--- config.mk ---
export PLATFORM = sky130hd
export DESIGN_NAME = mem_bus_if
export DESIGN_NICKNAME = d
export VERILOG_FILES = /design/src/rtl/mem_pkg.sv /design/src/rtl/mem_align.sv /design/src/rtl/mem_bus_if.sv
export SDC_FILE = /design/constraint.sdc
export NUM_CORES = 1
export LEC_CHECK = 0
export BUFFER_PORTS_ARGS = -buffer_cell sky130_fd_sc_hd__buf_4
export CAP_MARGIN = 40
export CORE_AREA = 2 2 136 138
export DETAILED_ROUTE_END_ITERATION = 6
export DIE_AREA = 0 0 138 140
export MAX_ROUTING_LAYER = met4
export PLACE_DENSITY_LB_ADDON = 0.1
export SKIP_LAST_GASP = 1
export SYNTH_ARGS = -nofsm -noshare
export SYNTH_HDL_FRONTEND = slang
export SYNTH_HIERARCHICAL = 1
export SYNTH_SLANG_ARGS = --single-unit
--- constraint.sdc ---
create_clock -name clk -period 1.5 [get_ports clk]
set_input_delay 0.075 -clock clk [delete_from_list [all_inputs] [get_ports clk]]
set_output_delay 0.075 -clock clk [all_outputs]
set_load 0.01 [all_outputs]
--- src/rtl/mem_pkg.sv ---
// -----------------------------------------------------------------------------
// mem_pkg -- shared types for the EX/MEM memory bus interface.
//
// Contents:
//   mem_op_e  memory operation encoding presented on mem_op
//   state_e   bus FSM states (IDLE, REQ, ACCESS, STALL)
//   helpers   operation classification (load/store, access width)
//
// Configuration macro used by the files importing this package:
//   MEM_SUBWORD_EN  defined   -> half and byte operations are supported
//                   undefined -> only word operations reach the bus
// -----------------------------------------------------------------------------
package mem_pkg;

    typedef enum logic [3:0] {
        NOP  = 4'd0,
        LDW  = 4'd1,
        STW  = 4'd2,
        LDH  = 4'd3,
        LDHU = 4'd4,
        LDB  = 4'd5,
        LDBU = 4'd6,
        STH  = 4'd7,
        STB  = 4'd8
    } mem_op_e;

    typedef enum logic [1:0] {
        IDLE   = 2'd0,
        REQ    = 2'd1,
        ACCESS = 2'd2,
        STALL  = 2'd3
    } state_e;

    localparam logic [3:0] BE_ALL = 4'b1111;

    function automatic logic is_load(input mem_op_e op);
        return (op == LDW) || (op == LDH) || (op == LDHU) ||
               (op == LDB) || (op == LDBU);
    endfunction

    function automatic logic is_store(input mem_op_e op);
        return (op == STW) || (op == STH) || (op == STB);
    endfunction

    function automatic logic is_word(input mem_op_e op);
        return (op == LDW) || (op == STW);
    endfunction

    function automatic logic is_half(input mem_op_e op);
        return (op == LDH) || (op == LDHU) || (op == STH);
    endfunction

    function automatic logic is_byte(input mem_op_e op);
        return (op == LDB) || (op == LDBU) || (op == STB);
    endfunction

endpackage

--- src/rtl/mem_align.sv ---
// -----------------------------------------------------------------------------
// mem_align -- combinational lane steering and load extension.
//
// Byte order is big-endian: byte offset 0 lives in bits 31:24 and is enabled
// by be[3].
//
// Ports:
//   mem_op    in  4   operation (mem_op_e encoding)
//   offset    in  2   byte offset within the word (ex_out[1:0])
//   wr_data   in  32  raw store data (value in the low bits)
//   rd_data   in  32  raw word read from the bus
//   be        out 4   byte enables for the access
//   wr_lanes  out 32  store data replicated across all lanes
//   rd_ext    out 32  selected lane of rd_data, sign/zero extended
//
// Configuration: with MEM_SUBWORD_EN undefined the lane logic is removed and
// the block passes whole words through with every byte enabled.
// -----------------------------------------------------------------------------
module mem_align
    import mem_pkg::*;
(
    input  logic [3:0]  mem_op,
    input  logic [1:0]  offset,
    input  logic [31:0] wr_data,
    input  logic [31:0] rd_data,
    output logic [3:0]  be,
    output logic [31:0] wr_lanes,
    output logic [31:0] rd_ext
);

`ifdef MEM_SUBWORD_EN
    mem_op_e     op;
    logic [7:0]  rd_byte;
    logic [15:0] rd_half;

    assign op = mem_op_e'(mem_op);

    // Lane selection for loads; halves only ever sit at offset 0 or 2.
    always_comb begin
        rd_byte = 8'h00;
        case (offset)
            2'd0:    rd_byte = rd_data[31:24];
            2'd1:    rd_byte = rd_data[23:16];
            2'd2:    rd_byte = rd_data[15:8];
            default: rd_byte = rd_data[7:0];
        endcase
        rd_half = offset[1] ? rd_data[15:0] : rd_data[31:16];
    end

    always_comb begin
        be       = BE_ALL;
        wr_lanes = wr_data;
        rd_ext   = rd_data;
        if (is_byte(op)) begin
            be       = 4'b1000 >> offset;
            wr_lanes = {4{wr_data[7:0]}};
            rd_ext   = (op == LDB) ? {{24{rd_byte[7]}}, rd_byte}
                                   : {24'h000000, rd_byte};
        end else if (is_half(op)) begin
            be       = offset[1] ? 4'b0011 : 4'b1100;
            wr_lanes = {2{wr_data[15:0]}};
            rd_ext   = (op == LDH) ? {{16{rd_half[15]}}, rd_half}
                                   : {16'h0000, rd_half};
        end
    end
`else
    logic unused;

    assign unused   = ^{mem_op, offset};
    assign be       = BE_ALL;
    assign wr_lanes = wr_data;
    assign rd_ext   = rd_data;
`endif

endmodule

--- src/rtl/mem_bus_if.sv ---
// -----------------------------------------------------------------------------
// mem_bus_if -- MEM stage interface between the EX/MEM register and an
// external request/grant/strobe/ready memory bus.
//
// Ports:
//   clk, rst           clock; synchronous active-low reset
//   en, mem_op         EX/MEM entry valid and its memory operation
//   ex_out, wr_data    ALU result (byte address for memory ops), store data
//   stall, flush       pipeline stall and flush
//   out                data toward the MEM register
//   miss_align         misaligned access (combinational)
//   busy               stall request to pipeline control
//   bus_req_/bus_grnt_ bus request / grant, active-low
//   bus_as_            address strobe, active-low, one cycle per access
//   bus_rw             1 = read, 0 = write
//   bus_addr           word address ex_out[31:2]
//   bus_be             byte enables, bit 3 = byte at offset 0
//   bus_wr_data        lane-steered store data
//   bus_rd_data        read data
//   bus_rdy_           access complete, active-low
//
// Bus handshake: bus_req_ is held low from the start of an access until the
// cycle bus_rdy_ is seen low. The bus owns the cycle once bus_grnt_ is seen
// low in REQ; the address phase is then strobed for exactly one cycle with
// bus_as_, and the address/control/data registers stay stable until the next
// grant. The EX/MEM inputs are expected to stay stable while busy is high.
//
// Configuration macro: MEM_SUBWORD_EN (defined enables half/byte accesses;
// undefined makes every half/byte op report miss_align).
// -----------------------------------------------------------------------------
module mem_bus_if
    import mem_pkg::*;
(
    input  logic        clk,
    input  logic        rst,
    input  logic        en,
    input  logic [3:0]  mem_op,
    input  logic [31:0] ex_out,
    input  logic [31:0] wr_data,
    input  logic        stall,
    input  logic        flush,
    output logic [31:0] out,
    output logic        miss_align,
    output logic        busy,
    output logic        bus_req_,
    input  logic        bus_grnt_,
    output logic        bus_as_,
    output logic        bus_rw,
    output logic [29:0] bus_addr,
    output logic [3:0]  bus_be,
    output logic [31:0] bus_wr_data,
    input  logic [31:0] bus_rd_data,
    input  logic        bus_rdy_
);

    mem_op_e     op;
    state_e      state;
    state_e      state_nxt;
    logic        access;
    logic        start;
    logic [3:0]  al_be;
    logic [31:0] al_wr;
    logic [31:0] al_rd;
    logic [31:0] result_val;
    logic [31:0] result_q;

    assign op = mem_op_e'(mem_op);

    mem_align u_align (
        .mem_op   (mem_op),
        .offset   (ex_out[1:0]),
        .wr_data  (wr_data),
        .rd_data  (bus_rd_data),
        .be       (al_be),
        .wr_lanes (al_wr),
        .rd_ext   (al_rd)
    );

    // Alignment check on the live inputs; a misaligned op never leaves IDLE.
    always_comb begin
        miss_align = 1'b0;
        if (en) begin
            if (is_word(op)) begin
                miss_align = (ex_out[1:0] != 2'b00);
`ifdef MEM_SUBWORD_EN
            end else if (is_half(op)) begin
                miss_align = ex_out[0];
`else
            end else if (is_half(op) || is_byte(op)) begin
                miss_align = 1'b1;
`endif
            end
        end
    end

    assign access = en && (is_load(op) || is_store(op)) && !miss_align;

    // Gating with rst keeps bus_req_ released while reset is held, even if
    // the pipeline is still presenting an access.
    assign start = rst && access && !flush;

    // Stores hand the address through; loads return the extracted lane.
    assign result_val = is_store(op) ? ex_out : al_rd;

    // Next state and Moore/Mealy outputs.
    always_comb begin
        state_nxt = state;
        busy      = 1'b0;
        bus_req_  = 1'b1;
        out       = ex_out;
        case (state)
            IDLE: begin
                if (start) begin
                    busy      = 1'b1;
                    bus_req_  = 1'b0;
                    state_nxt = REQ;
                end
            end
            REQ: begin
                busy     = 1'b1;
                bus_req_ = 1'b0;
                if (!bus_grnt_) begin
                    state_nxt = ACCESS;
                end
            end
            ACCESS: begin
                if (bus_rdy_) begin
                    busy     = 1'b1;
                    bus_req_ = 1'b0;
                end else begin
                    out       = result_val;
                    state_nxt = stall ? STALL : IDLE;
                end
            end
            STALL: begin
                out = result_q;
                if (!stall) begin
                    state_nxt = IDLE;
                end
            end
            default: begin
                state_nxt = IDLE;
            end
        endcase
    end

    // State, address phase registers and the captured result.
    always_ff @(posedge clk) begin
        if (!rst) begin
            state       <= IDLE;
            bus_as_     <= 1'b1;
            bus_rw      <= 1'b1;
            bus_addr    <= 30'd0;
            bus_be      <= 4'b0000;
            bus_wr_data <= 32'd0;
            result_q    <= 32'd0;
        end else begin
            state   <= state_nxt;
            // Strobe defaults high so it is low for the single grant cycle only.
            bus_as_ <= 1'b1;
            if (state == REQ && !bus_grnt_) begin
                bus_as_     <= 1'b0;
                bus_rw      <= is_load(op);
                bus_addr    <= ex_out[31:2];
                bus_be      <= al_be;
                bus_wr_data <= al_wr;
            end
            if (state == ACCESS && !bus_rdy_) begin
                result_q <= result_val;
            end
        end
    end

endmodule

Yosys cells after proc, flatten, opt, wreduce, memory -nomap -nowiden. Index checks and enable logic that the tools add are counted. W data, S select, Z words.

Eq/ne operators: 15. Multiplexer cells: 19. Reductions and logical operators: 26.

Operator list (count): $mux W32 (2); $pmux W32 S2 (1); $eq A4 B3 Y1 const B (4); $logic_or A1 B1 Y1 (13); $mux W2 (5); $eq A4 B2 Y1 const B (2); $mux W1 (8); $ne A2 B2 Y1 const B (4); $pmux W2 S4 (1); $logic_and A1 B1 Y1 (6); $pmux W1 S3 (2); $eq A2 B2 Y1 const B (2); $eq A4 B1 Y1 const B (1); $eq A4 B4 Y1 const B (1); $logic_not A1 Y1 (4); $reduce_and A4 Y1 (1); $eq A2 B1 Y1 const B (1); $logic_not A2 Y1 (1); $reduce_bool A2 Y1 (1).

Register bits after elaboration: 99. Input port bits: 107. Output and inout bits: 103. Word-level logic and storage cells: 67.

Logic depth before layout (Yosys ltp). Gate-level depths: netlist of run 1.

Word-level depth: 13. Gate-level depth with buffers: 8. Gate-level depth less buffers: 4.

By module. The synthesis of run 1 kept the hierarchy.

Modules (own cells, without submodules): mem_bus_if (times used 1, cells each 677, area an instance 5590.4 µm², sequential area each 2042.0 µm²); mem_align (times used 1, cells each 69, area an instance 514.2 µm², sequential area each 0.0 µm²).

Worst setup path after synthesis of run 1. OpenSTA, ideal clock, no wires.

Path kind: reg-to-reg. Start point: register state[0]. End point: register bus_rw. Setup time: 149 ps. Arrival: 1500 ps. Path slack: -149 ps. Cell stages (with the launch flop): 9. Path buffers: 4. Cells stage by stage: dfxtp_1 -> buf_2 -> inv_1 -> or3_1 -> clkbuf_1 -> buf_2 -> buf_1 -> nand2_1 -> o311ai_0.

Cells in the longest elaborated chain, start to end: 2.

RTL lines: start: declaration (line mem_bus_if.sv:57) `state_e state;`; start signal: assignment (line mem_bus_if.sv:158) `state <= state_nxt;`; $eq A2 B1 Y1 (line mem_bus_if.sv:161) `if (state == REQ && !bus_grnt_) begin`; $logic_and A1 B1 Y1 (line mem_bus_if.sv:161); end signal: assignment (line mem_bus_if.sv:163) `bus_rw <= is_load(op);`; end: declaration (line mem_bus_if.sv:48) `output logic bus_rw,`.

No other way between the ends. A chain may end at the register's enable or synchronous reset.

Worst setup path after layout of run 1.
Start point: register state[1]. End point: output out[14].

Cells in the longest elaborated chain, start to end: 2. Elaborated cells between the ends (all ways): 3.

RTL lines: $eq A2 B2 Y1 (line mem_bus_if.sv:111) `case (state)`; $pmux W32 S2 * (line mem_bus_if.sv:111); end: declaration (line mem_bus_if.sv:42) `output logic [31:0] out,`.

Mark *: on every way between the ends. The rest lies on a longest branch, timed or not.

==> flow_summary.ini, run 1 <==
[run_status]
outcome = finished, violations left
failed_checks = hold timing, setup timing

[timing]
fin_skew_ns = 0.0135
clock.fmax_mhz = 566
finalSetupTns_ns = -7.41
slew_headroom_pct = 54.1
slew_viol_final = 0
period_share_pct = 118
tightest_slew_ns = 0.686
rsz0062_at_grt = yes
setup_viol = 34
holdWs_ns = -0.00731
postLayoutSetupSlackWorst_ns = -0.265
finalHoldViolCount = 3
period_minus_slack_ns = 1.77

[logic_synthesis]
synth_top_cells_by_area = dfxtp_1, nand2_1, buf_4
synth_flop_cell = dfxtp_1
post_synth_num_cell_types = 45
synth_top_area_cell = dfxtp_1
synth_top_area_share_pct = 33.4
syn_inst = 746
synth-edff-count = 0
avgSynthCellArea_sq_um = 8.18
ys_ff_latch = 102
synth_area_sq_um = 6100
async_flop_share_pct = 0
ys.warnings.count = 6
synth_seq_area_share_pct = 33.4

[routing]
drc = 0
vias = 6274
wl_per_cell_um = 18.8
detail-route-antenna-nets = 0
vias_per_cell = 5.24
postRouteWirelength_mm = 22.6
drt_iter0_drc = 450
drt-pass1-iter-count = 5

[floorplan]
initial_core_util_pct = 34.3
dieWidth_um = 138
die_y_um = 140
pin_count = 210
die_area_sq_um = 19300
core_sq_um = 17800
rows = 49

[global_route]
grt.busiest_layer = met2
grt_pass1_wl_mm = 33.3
grt-ovfl-total = 0
grt_pass1_vias = 6124
use_met2_pct = 35.7
grt_max_degree = 67
grt.met1_usage_pct = 28.0
grt_antenna_before_repair = 1
use_met3_pct = 3.04
grtUsageTotal_pct = 21.9

[worst_hold_path]
hp-start = ex_out[22]
hold_path_class = input port to register
worstHoldEndpoint = bus_addr[20]
whs_path_depth = 3

[worst_setup_path]
crit_path_max_fanout = 12
r2r-end = result_q[1]
cp-end-kind = output port
worst_setup_path_start_kind = register
rr_worst_depth = 7
rr_startpoint = state[0]
rrSetupSlack_ns = 0.03
cp.required_ns = 1.42
crit_type = register to output port
crit_arrival_ns = 1.69

[cells_and_area]
areaGrowthSynthToFinish_pct = 52.6
drive_above_1_share_pct = 39.7
fillCellCount = 1700
postLayoutCoreUtil_pct = 52.4
final_nets = 1071

[clocking]
root_buffer = clkbuf_16
cts_buffer_depth = 2
clkLatencyLatePin_ns = 0.36
clock_sinks = 102
cts_tree = done
htree_num_levels = 3
cts_inserted_buffers = 9
clkSlewWorstSetupHoldPaths_ns = 0.08

[job]
maxCapViolations = 0

[power]
power_density_nw_per_um2 = 720
leakagePower_nw = 3.92
vdd_drop_max_mv = 0.579
design_power_total_w = 0.00671

[placement]
hpwl_mm = 14.1
place.gp.congestion = 0.820
place_ws_ns = -0.301
io_buffers = 209
[cell usage after synthesis, types with 3 or more instances]
master,instances
mux2i_1,30
a21oi_1,3
nor2b_1,3
buf_2,10
a221o_1,30
o32ai_1,30
nand2_1,170
clkbuf_1,48
inv_1,5
dfxtp_1,102
o2bb2ai_1,30
nor2_1,33
or3b_2,30
nand3_1,3
a21boi_0,66
and3_1,30
buf_8,3
buf_1,6
o21ai_0,9
buf_4,69
[layout by cell type (no fill, tap or decap), types with 15 or more instances in the layout]
cell type / count
nand2_1: 169
buf_12: 15
dfxtp_1: 100
and3_1: 30
o2bb2ai_1: 30
buf_6: 19
a21boi_0: 61
dlygate4sd3_1: 39
a221o_1: 30
buf_4: 252
o32ai_1: 16
clkbuf_16: 15
nor2_1: 30
or3b_2: 30
mux2i_1: 30
[worst max-delay path: stages (launching register included)]
cell     delay [ns]
dfxtp_4        0.37
nor3b_4        0.15
buf_6          0.15
buf_12         0.16
a221o_1        0.35
buf_4          0.16
[per-stage QoR]
stage          std cells  hold WS [ns]  cell area, sq um
2_1_floorplan        749         0.220              6160
3_3_place_gp        1114         0.339              7810
3_5_place_dp        1114         0.343              7810
4_1_cts             1179      -0.00718              8810
5_1_grt             1198       0.00945              9320
6_report            1198      -0.00731              9320
[state kept, by name, indices dropped and copies added, names as in the netlist]
name and flops:
bus_addr 30, bus_as_ 1, bus_rw 1, bus_be 4, state 2, result_q 32, bus_wr_data 32
[what timing repair did]
item,in CTS,in global routing
setup buffers,7,11
pin swaps,1,18
resized for setup,28,53
setup endpoints to repair,102,118
gates cloned,5,7
endpoints found under the hold margin,40,0
hold buffers,39,0
[area by class of cell]
type	count	area [sq um]	share of cell area, %
Multi-Input combinational cell	505	3480	37.3
Timing Repair Buffer	341	3160	33.9
Sequential cell	102	2050	22.0
Tap cell	229	287	3.08
Clock buffer	12	256	2.75
Clock inverter	3	67.6	0.725
Inverter	5	18.8	0.201
Antenna cell	1	2.50	0.0269
[worst max-delay path by stage]
stage | from | depth (start not counted) | to
2_1_floorplan | mem_op[2] | 7 | out[14]
3_3_place_gp | mem_op[1] | 7 | out[19]
3_5_place_dp | mem_op[1] | 7 | out[3]
4_1_cts | mem_op[1] | 7 | out[7]
5_1_grt | mem_op[1] | 7 | out[7]
6_report | state[1] | 5 | out[14]
[power breakdown]
group	switching (W)	internal, W
sequential	0.00000438	0.00271
clock	0.00108	0.00155
combinational	0.000588	0.000772
[metal layers]
| layer | wire length, um | vias to the layer above |
|---|---|---|
| li1 | - | 3014 |
| met1 | 9980 | 2997 |
| met2 | 10800 | 236 |
| met3 | 1340 | 27 |
| met4 | 441 | 0 |
| met5 | 0 | - |
[logic make-up after synthesis]
group	share of synthesized area, %
AND/OR/NAND/NOR	22.9
flip-flops	33.4
buffers and inverters	14.0
AO/OA/AOI/OAI	24.3
other	0.0614
XOR/XNOR	0.287
multiplexers	4.92
Note: power is estimated with default switching activity, not from simulation.
==> run 2: changes to the inputs <==
CORE_AREA = 4 4 138 140   (was 2 2 136 138)
DIE_AREA = 0 0 142 144   (was 0 0 138 140)
==> run 2 against run 1 <==
Clock-buffer cell count decreased by 1; critical path depth increased by 2; the run still ends with hold timing, setup timing left; critical endpoint unchanged; maximum frequency fell by 2.8%.
==> flow_summary.ini, run 2 (synthesized netlist as in run 1, its figures left out) <==
[worst_setup_path]
r2r-end = bus_wr_data[25]
rr_worst_depth = 8
cp-end-kind = output port
rr_startpoint = state[1]
cp.required_ns = 1.42
rrSetupSlack_ns = -0.03
crit_arrival_ns = 1.74
crit_type = input port to output port
worst_setup_path_start_kind = input port
crit_path_max_fanout = 16

[placement]
io_buffers = 209
place.gp.congestion = 0.787
hpwl_mm = 14.1
place_ws_ns = -0.339

[cells_and_area]
diodes = 0
multi_input_comb_area_sq_um = 3350
final_nets = 1073
reg_top3 = bus_wr_data: 32 flops, result_q: 32 flops, bus_addr: 30 flops
fillCellCount = 1666
mostFrequentLayoutCells = buf_4, nand2_1, dfxtp_1
areaGrowthSynthToFinish_pct = 50.7
final_common_cell = buf_4
regArea_sq_um = 2050
drive_above_1_share_pct = 37.8

[timing]
holdWs_ns = -0.00110
setup_viol = 35
clock.fmax_mhz = 551
slew_headroom_pct = 62.2
tightest_slew_ns = 0.565
finalHoldViolCount = 2
period_share_pct = 121
slew_viol_final = 0
postLayoutSetupSlackWorst_ns = -0.315
fin_skew_ns = 0.00958
period_minus_slack_ns = 1.82
finalSetupTns_ns = -8.33
rsz0062_at_grt = yes

[floorplan]
initial_core_util_pct = 34.2
die_y_um = 144
pin_count = 210
die_area_sq_um = 20400
dieWidth_um = 142
rows = 49
core_sq_um = 17800

[clocking]
cts_buffer_depth = 2
cts_tree = done
clkSlewWorstSetupHoldPaths_ns = 0.07
root_buffer = clkbuf_16
clock_sinks = 102
cts_inserted_buffers = 9
clkLatencyLatePin_ns = 0.35
htree_num_levels = 3

[global_route]
grt_antenna_before_repair = 0
grt-ovfl-total = 0
grt_max_degree = 67
grtUsageTotal_pct = 21.3
grt_pass1_vias = 6172
grt_pass1_wl_mm = 33.5

[power]
vdd_drop_max_mv = 0.542
power_density_nw_per_um2 = 715
leakagePower_nw = 3.90

[routing]
drt_iter0_drc = 382
vias = 6345
detail-route-antenna-nets = 0
vias_per_cell = 5.29
drt-pass1-iter-count = 5
drc = 0
postRouteWirelength_mm = 23.7
wl_per_cell_um = 19.7

[worst_hold_path]
whs_path_depth = 3
hp-start = ex_out[15]
worstHoldEndpoint = bus_addr[13]
hold_path_class = input port to register

[run_status]
failed_checks = hold timing, setup timing
outcome = finished, violations left

[job]
maxCapViolations = 0
[run 2: layer usage]
layer	up-vias	part of all wire [%]	track usage, %	wire (um)
met2	234	49	35.4	11600
met1	3078	44	26.2	10300
li1	3012	-	-	-
met4	0	1.6	6.46	375
met3	21	5.8	4.40	1370
met5	-	0	-	0
[run 2: cell type report]
cell class	count	area share [%]
inverter	5	0.204
sequential	102	22.2
clock buffer	11	2.53
clock inverter	5	0.911
tap	229	3.11
timing repair buffer	343	34.6
multi-input combinational	505	36.4
[run 2: through the flow]
step	total power (W)	util (%)	instances	cell area [sq um]
after detailed placement	0.00391	43.8	1110	7820
after CTS	0.00660	49.6	1181	8840
after floorplan	0.00342	-	749	6160
final	0.00658	51.6	1200	9200
after global routing	0.00686	51.6	1200	9200
after global placement	0.00390	43.8	1110	7820
[run 2: worst max-delay path by stage]
stage / to / start / depth (start not counted) / slack (ns)
6_report: out[14] / mem_op[1] / 7 / -0.32
5_1_grt: out[14] / state[0] / 6 / -0.32
4_1_cts: out[7] / mem_op[1] / 7 / -0.26
3_5_place_dp: out[24] / mem_op[1] / 7 / -0.34
3_3_place_gp: out[12] / mem_op[1] / 7 / -0.29
2_1_floorplan: out[14] / mem_op[2] / 7 / -0.03
[run 2: what timing repair did]
item,4_1_cts,5_1_grt
hold endpoints to repair,46,3
hold buffers,45,3
pin swaps,7,13
buffers inserted,5,6
cloned,5,10
resized for setup,28,43
endpoints found under the setup margin,34,101
[run 2: power breakdown]
| group | internal (W) | switching [W] |
|---|---|---|
| sequential | 0.00271 | 0.00000408 |
| clock | 0.00147 | 0.00110 |
| combinational | 0.000734 | 0.000563 |
[run 2: critical path: stages]
cell and delay [ns]:
buf_4 0.14, or4b_4 0.58, clkbuf_16 0.22, o32ai_1 0.15, nor2_1 0.10, a221o_1 0.33
buf_4 0.15
==> run 3: changes to the inputs <==
CORE_AREA = 4 4 163 118   (was 4 4 138 140)
DIE_AREA = 0 0 167 122   (was 0 0 142 144)
==> run 3 against run 2 <==
The run still ends with hold timing, setup timing left; global-route usage increased by 0.23 points; critical path type unchanged; highest routed layer unchanged; clock skew decreased by 0.00096 ns; largest cell class unchanged; critical path depth unchanged; sequential power about the same; design area increased by 8.1%.
==> flow_summary.ini, run 3 (synthesized netlist as in run 1, its figures left out) <==
[clocking]
htree_num_levels = 3
cts_tree = done
clock_sinks = 102
cts_buffer_depth = 2
clkLatencyLatePin_ns = 0.35
clkSlewWorstSetupHoldPaths_ns = 0.07
root_buffer = clkbuf_16
cts_inserted_buffers = 9

[worst_hold_path]
worstHoldEndpoint = bus_addr[21]
whs_path_depth = 3
hold_path_class = input port to register
hp-start = ex_out[23]

[floorplan]
pin_count = 210
dieWidth_um = 167
core_sq_um = 17700
rows = 41
die_area_sq_um = 20400
die_y_um = 122
initial_core_util_pct = 34.5

[global_route]
grt_antenna_before_repair = 0
grtUsageTotal_pct = 21.6
grt_max_degree = 47
grt_pass1_wl_mm = 34.4
grt_pass1_vias = 6363
grt-ovfl-total = 0

[timing]
holdWs_ns = -0.00674
fin_skew_ns = 0.00861
period_minus_slack_ns = 1.78
slew_viol_final = 0
setup_viol = 68
rsz0062_at_grt = yes
period_share_pct = 119
postLayoutSetupSlackWorst_ns = -0.278
clock.fmax_mhz = 562
finalHoldViolCount = 3
finalSetupTns_ns = -9.47

[routing]
drc = 0
wl_per_cell_um = 19.0
drt-pass1-iter-count = 5
postRouteWirelength_mm = 23.4
detail-route-antenna-nets = 0
vias_per_cell = 5.25
drt_iter0_drc = 401
vias = 6468

[power]
design_power_total_w = 0.00686
leakagePower_nw = 4.30
power_density_nw_per_um2 = 690
vdd_drop_max_mv = 0.547

[worst_setup_path]
cp-end-kind = output port
r2r-end = result_q[0]
cp.required_ns = 1.42
crit_type = input port to output port
rr_worst_depth = 9
rrSetupSlack_ns = -0.12
worst_setup_path_start_kind = input port
crit_arrival_ns = 1.70
crit_path_max_fanout = 13
rr_startpoint = state[0]

[cells_and_area]
fillCellCount = 1615
final_common_cell = buf_4
mostFrequentLayoutCells = buf_4, nand2_1, dfxtp_1
final_nets = 1100
final_cells = 1233
fin_area_sq_um = 9950
diodes = 0
areaGrowthSynthToFinish_pct = 62.9
drive_above_1_share_pct = 47.4
reg_top3 = bus_wr_data: 32 flops, result_q: 32 flops, bus_addr: 30 flops
multi_input_comb_area_sq_um = 3730
regArea_sq_um = 2050

[run_status]
failed_checks = hold timing, setup timing
outcome = finished, violations left

[placement]
place.gp.congestion = 0.866
hpwl_mm = 15.4
place_ws_ns = -0.266
dp_cells = 1138
io_buffers = 209
place_area_sq_um = 7980

[job]
maxCapViolations = 0
run 3: cell types whose count changed in the layout (fill, tap and decap cells not counted), sizes merged:
cell	before	now
clkbuf	19	17
buf	286	329
nor2b	4	3
clkinv	1	0
clkinvlp	2	1
inv	5	6
bufinv	2	3
dlygate4sd3	48	34
run 3: critical path, cell delays in order:
cell     delay (ns)
buf_4          0.13
or4b_4         0.56
buf_6          0.18
o32ai_1        0.13
nor2_1         0.10
a221o_1        0.38
buf_4          0.15
run 3: final cells by class:
cell class | count | area share [%]
multi-input combinational | 504 | 37.5
timing repair buffer | 371 | 35.4
sequential | 102 | 20.6
tap | 236 | 2.97
clock buffer | 10 | 2.30
clock inverter | 5 | 1.07
inverter | 5 | 0.189
run 3: where the power goes:
part | total, W | switching, W | internal (W)
Clock | 0.00270 | 0.00107 | 0.00163
Combinational | 0.00145 | 0.000628 | 0.000820
Sequential | 0.00271 | 0.00000429 | 0.00271
Total | 0.00686 | 0.00170 | 0.00516
run 3: how the worst max path moves through the flow:
stage                     startpoint       to  slack (ns)  cells past startpoint
after CTS                  mem_op[1]   out[7]       -0.27                      7
after global placement     mem_op[1]   out[7]       -0.24                      7
after detailed placement   mem_op[1]   out[7]       -0.27                      7
after floorplan            mem_op[2]  out[14]       -0.03                      7
after global routing        state[0]   out[6]       -0.33                      6
final                      mem_op[1]   out[7]       -0.28                      7
run 3: per-layer routing:
metal / track usage, % / share of wire, % / vias to the layer above / wire length, um
met5: - / 0 / - / 0
met4: 4.39 / 1.1 / 0 / 268
met3: 5.09 / 6.6 / 22 / 1550
met2: 33.8 / 46 / 212 / 10900
met1: 28.7 / 46 / 3147 / 10800
li1: - / - / 3087 / -
run 3: repair_timing:
action / in CTS / in global routing
buffers inserted: 18 / 12
hold endpoints to repair: 31 / 3
hold buffers: 31 / 3
setup endpoints to repair: 77 / 133
cloned: 6 / 10
pin swaps: 15 / 55
gates resized for setup: 75 / 146
run 3: through the flow:
stage / hold WS (ns) / util (%)
detailed placement: 0.345 / 45.1
global route: -0.00171 / 56.2
floorplan: 0.220 / -
finish: -0.00674 / 56.2
CTS: 0.000216 / 52.3
global placement: 0.337 / 45.1
